### config.mk
export PLATFORM = sky130hd
export DESIGN_NAME = t03_nes_serial_reader
export DESIGN_NICKNAME = d
export VERILOG_FILES = /design/src/rtl/t03_nes_serial_reader.sv
export SDC_FILE = /design/constraint.sdc
export NUM_CORES = 1
export LEC_CHECK = 0
export ABC_AREA = 1
export BUFFER_PORTS_ARGS = -buffer_cell sky130_fd_sc_hd__buf_2
export CORE_AREA = 2 2 60 104
export CTS_BUF_LIST = sky130_fd_sc_hd__clkbuf_16
export CTS_CLUSTER_DIAMETER = 80
export CTS_CLUSTER_SIZE = 14
export DETAILED_ROUTE_END_ITERATION = 6
export DIE_AREA = 0 0 62 106
export MAX_ROUTING_LAYER = met4
export PLACE_DENSITY_LB_ADDON = 0.08
export RECOVER_POWER = 100
export REMOVE_ABC_BUFFERS = 1
export SLEW_MARGIN = 15
export SYNTH_ARGS = -nofsm -noshare
export SYNTH_HDL_FRONTEND = slang
export SYNTH_SLANG_ARGS = --single-unit
### constraint.sdc
create_clock -name clk -period 3.7 [get_ports clk]
set_clock_uncertainty 0.15 [all_clocks]
set_input_delay 0.74 -clock clk [delete_from_list [all_inputs] [get_ports clk]]
set_output_delay 0.74 -clock clk [all_outputs]
set_load 0.02 [all_outputs]
### src/rtl/t03_nes_serial_reader.sv
// Dual NES pad reader: polls two 4021 pads, serialises 8 buttons each, presents packedOutput/confirm.
// Optional NES_MATCH_FILTER_EN: publish a frame only when it matches the previous raw frame.
module t03_nes_serial_reader #(
  parameter int unsigned POLL_CYCLES  = 166_667,
  parameter int unsigned LATCH_CYCLES = 120,
  parameter int unsigned HALF_CYCLES  = 60
) (
  input  logic        clk,
  input  logic        rst,
  input  logic        nes_data1,
  input  logic        nes_data2,
  output logic        nes_latch,
  output logic        nes_clk,
  output logic [31:0] packedOutput,
  output logic        confirm
);

  localparam int unsigned TMR_W        = $clog2(POLL_CYCLES);
  localparam int unsigned CNT_MAX      = (LATCH_CYCLES > HALF_CYCLES) ? LATCH_CYCLES : HALF_CYCLES;
  localparam int unsigned CNT_W        = $clog2(CNT_MAX + 1);
  localparam int unsigned FRAME_CYCLES = LATCH_CYCLES + 16 * HALF_CYCLES + 1;

  typedef enum logic [2:0] {
    IDLE   = 3'd0,
    LATCH  = 3'd1,
    CLK_LO = 3'd2,
    CLK_HI = 3'd3,
    DONE   = 3'd4
  } state_t;

  state_t            state;
  state_t            state_nxt;
  logic [TMR_W-1:0]  timer;
  logic [CNT_W-1:0]  cnt;
  logic [2:0]        pc;
  logic [1:0]        sync_a;
  logic [1:0]        sync_b;
  logic [1:0]        pressed;
  logic [7:0]        sr1;
  logic [7:0]        sr2;
  logic              poll_tick;
  logic              latch_end;
  logic              half_end;
  logic              sample;
  logic              latch_nxt;
  logic              clk_nxt;
`ifdef NES_MATCH_FILTER_EN
  logic [15:0]       prev_raw;
`endif

  assign pressed   = ~sync_b;
  assign poll_tick = (timer == TMR_W'(POLL_CYCLES - 1));
  assign latch_end = (cnt == CNT_W'(LATCH_CYCLES - 1));
  assign half_end  = (cnt == CNT_W'(HALF_CYCLES - 1));
  assign sample    = (state == LATCH && latch_end) || (state == CLK_HI && half_end && pc != 3'd7);

  // State register
  always_ff @(posedge clk or negedge rst) begin
    if (!rst) state <= IDLE;
    else      state <= state_nxt;
  end

  // Next-state logic; ticks outside IDLE are simply not looked at
  always_comb begin
    state_nxt = state;
    case (state)
      IDLE:    if (poll_tick) state_nxt = LATCH;
      LATCH:   if (latch_end) state_nxt = CLK_LO;
      CLK_LO:  if (half_end)  state_nxt = CLK_HI;
      CLK_HI:  if (half_end)  state_nxt = (pc == 3'd7) ? DONE : CLK_LO;
      DONE:    state_nxt = IDLE;
      default: state_nxt = IDLE;
    endcase
  end

  // Pad strobes decoded from the upcoming state so the registered pins track the state
  always_comb begin
    latch_nxt = 1'b0;
    clk_nxt   = 1'b1;
    case (state_nxt)
      LATCH:   latch_nxt = 1'b1;
      CLK_LO:  clk_nxt   = 1'b0;
      default: ;
    endcase
  end

  always_ff @(posedge clk or negedge rst) begin
    if (!rst) begin
      nes_latch <= 1'b0;
      nes_clk   <= 1'b1;
    end else begin
      nes_latch <= latch_nxt;
      nes_clk   <= clk_nxt;
    end
  end

  // Timer, phase counters, synchroniser, shift registers and result
  always_ff @(posedge clk or negedge rst) begin
    if (!rst) begin
      timer        <= '0;
      cnt          <= '0;
      pc           <= '0;
      sync_a       <= '0;
      sync_b       <= '0;
      sr1          <= '0;
      sr2          <= '0;
      packedOutput <= '0;
      confirm      <= 1'b0;
`ifdef NES_MATCH_FILTER_EN
      prev_raw     <= '0;
`endif
    end else begin
      timer   <= poll_tick ? '0 : timer + TMR_W'(1);
      sync_a  <= {nes_data2, nes_data1};
      sync_b  <= sync_a;
      confirm <= 1'b0;

      if (state_nxt != state || state == IDLE) cnt <= '0;
      else                                     cnt <= cnt + CNT_W'(1);

      if (state == LATCH)                                  pc <= '0;
      else if (state == CLK_HI && half_end && pc != 3'd7) pc <= pc + 3'd1;

      if (sample) begin
        sr1 <= {sr1[6:0], pressed[0]};
        sr2 <= {sr2[6:0], pressed[1]};
      end

      if (state == DONE) begin
`ifdef NES_MATCH_FILTER_EN
        prev_raw <= {sr1, sr2};
        if ({sr1, sr2} == prev_raw) begin
          packedOutput <= {8'h00, sr1, sr2, 8'h00};
          confirm      <= 1'b1;
        end
`else
        packedOutput <= {8'h00, sr1, sr2, 8'h00};
        confirm      <= 1'b1;
`endif
      end
    end
  end

  // A poll period no longer than one frame would silently lose polls
  frame_fits_poll: assert property (@(posedge clk) disable iff (!rst) POLL_CYCLES > FRAME_CYCLES)
    else $error("POLL_CYCLES must exceed the frame length");

endmodule

==> summary.txt <==
Logic synthesis
  • Avg Cell Area, Syn: roughly 9.1 um^2
  • Post-synthesis cell type count: 34
  • FF+latch count, synth: 70
  • Yosys top cell area share: 0.522
  • Sequential area share after synthesis: 0.530
  • Ys async rst share: 1.00
  • Synth Cell Area: 3310 um^2
  • Dominant cells by area after synthesis: dfrtp_1, nand2_1, inv_1
  • Cell taking the most area after synthesis: dfrtp_1
  • Post-synth EDFFs: 0
  • Most common library cells after synthesis: nand2_1, dfrtp_1, inv_1, nor2_1, o21ai_0
  • Yosys warns: 0
  • Cells after Synth: roughly 360
  • Predominant post-synthesis flop cell: dfrtp_1
  • Most frequent cell after synthesis: nand2_1

Floorplanning
  • Starting Density: 0.572
  • Die height: 106 um
  • IO Count: 39
  • Die area: around 6600 um^2
  • Core Region: slightly below 6000 um^2
  • Die width: 62 um
  • FP Rows: 37

Global route
  • Total track usage: 0.203
  • Largest net degree at the start of global routing: 34
  • Number of global-route vias before repair: 2258
  • Initial antenna violation count: 0
  • First-pass GRT wire length: about 9600 um
  • Total grt overflow: 0

Critical path
  • Critical Path Sink Type: register
  • WP data required: around 3.7 ns
  • Worst Path Arrival: ~2.4 ns
  • Worst Path Class, Setup: reg2reg
  • Crit-path max FO: 33
  • Worst Setup Start Kind: register

Clock tree
  • Clk Latency, worst-skew pair: ~0.33 ns
  • PostCTS Resize Cnt: 0
  • Hold buffers post-CTS: 0
  • Clock sinks: 70
  • # Post-CTS Setup Buffers: 0
  • CTS tree: done
  • CTS Buffer Depth: 2
  • H-tree levels: 3
  • Clk root buf: clkbuf_16
  • Clock transition at path regs: 0.05 ns
  • CTS buffer count: 9

Place
  • Hpwl dp: 4170 um
  • Dpl ws: 1.50 ns
  • IO buf count: 22
  • Gpl congestion: approximately 0.94
  • Area after DPL: 3420 um^2

Layout
  • Layout fillers: between 500 and 600
  • N_diodes: 0
  • Area Growth Syn to Fin: 7.03%
  • Layout cells sized above 1: 0.0606
  • Design area: between 3000 and 4000 um^2
  • Core Util, Final: 0.612
  • # nets final: 400

Route
  • Vias per Instance: 4.90
  • Vias after detailed routing: 2323
  • DRT iter0 DRCs: 206
  • DRT antenna net count: 0
  • Mean routed wirelength per cell: ~12 um
  • Post-route DRC: 0
  • First-pass iteration count of the detailed router: 5
  • Drt total wl: 5650 um

STA
  • Fin crit share: 0.642
  • Max Fclk: 421 MHz
  • RSZ-0062 raised after global routing: false
  • Setup TNS: 0 ns
  • Hold Vio Cnt, Final: 0
  • Worst Slack Setup Final: 1.33 ns
  • Minimum clock period: 2.37 ns
  • Worst hold slack: around 0.2 ns
  • Final setup viols: 0
  • Relative slew slack: 0.256
  • Fin. max-slew vios: 0
  • Slew @ Worst Pin: roughly 1.1 ns

Outcome
  • Status: completed

Min path
  • Hold Crit Class: reg2reg

Pwr
  • VDD IR max: approximately 0.32 mV
  • Lkg Pwr: 1.77 nW
  • PwrDens: 429 nW/um^2

Job
  • MaxCap Viol Count: 0
layout by cell type (no fill, tap or decap), types with 2 or more instances in the layout:
master,synthesis,final
o21ai_2,14,3
ha_1,5,5
nand2_1,81,82
inv_1,48,52
nand3_1,16,19
xnor2_1,3,3
nor4_1,2,2
xor2_1,10,10
buf_2,0,2
dfrtp_1,69,69
clkinv_1,0,2
conb_1,1,16
nand4_1,6,7
clkbuf_1,3,21
a21oi_1,5,5
nand3b_1,2,2
nor2_2,6,2
clkbuf_16,0,9
nor2_1,38,42
o21ai_0,19,32
logic make-up after synthesis:
kind of cell | synth area share
AND/OR/NAND/NOR | 0.228
buffers and inverters | 0.107
flip-flops | 0.530
AO/OA/AOI/OAI | 0.0817
XOR/XNOR | 0.0344
adder cells (fa/ha/maj) | 0.0189
other | 0.00113
cell type report:
cell class	instances	area, um^2	share of cell area
sequential	70	1750	0.495
multi-input combinational	237	1160	0.327
clock buffer	9	225	0.0636
inverter	49	184	0.0519
tap	78	97.6	0.0276
timing repair buffer	24	96.3	0.0272
clock inverter	7	27.5	0.00777
critical path, stage by stage (launching register included):
cell	delay, ns
dfrtp_1	0.36
ha_1	0.23
nand2_1	0.07
nor2_1	0.18
nand2_1	0.13
o21ai_2	0.87
o21ai_0	0.21
sequential cells by signal, summed over array words and instances, names as in the netlist:
name / count
sync_a: 2
nes_clk: 1
timer: 18
sr1: 8
pc: 3
state: 3
sr2: 8
nes_latch: 1
cnt: 7
sync_b: 2
confirm: 1
packedOutput: 16
worst paths after layout:
path	from	endpoint	slack, ns	depth (start not counted)
min	sync_a[0]$_DFF_PN0_	sync_b[0]$_DFF_PN0_	0.20	0
max reg2reg	cnt[0]$_DFF_PN0_	sr2[1]$_DFFE_PN0P_	1.33	6
min in group asynchronous	rst	sr1[7]$_DFFE_PN0P_	0.44	1
min reg2reg	sync_a[0]$_DFF_PN0_	sync_b[0]$_DFF_PN0_	0.20	0
max	cnt[0]$_DFF_PN0_	sr2[1]$_DFFE_PN0P_	1.33	6
max in group asynchronous	rst	timer[0]$_DFF_PN0_	1.49	2
report_power, final:
part	internal, mW	switching, mW
combinational	0.00186	0.0291
clock	0.436	0.282
sequential	0.769	0.000577
stage by stage:
stage,cells,power (mW)
floorplan,356,0.796
global placement,458,0.815
detailed placement,458,0.815
CTS,474,1.54
global route,474,1.58
finish,474,1.52
metal layers:
layer,part of all wire,vias to the layer above,track usage
li1,-,1158,-
met1,0.42,1103,0.220
met2,0.51,43,0.315
met3,0.030,19,0.0596
met4,0.041,0,0.123
met5,0,-,-
No activity file was read; power rests on OpenSTA's default activity.
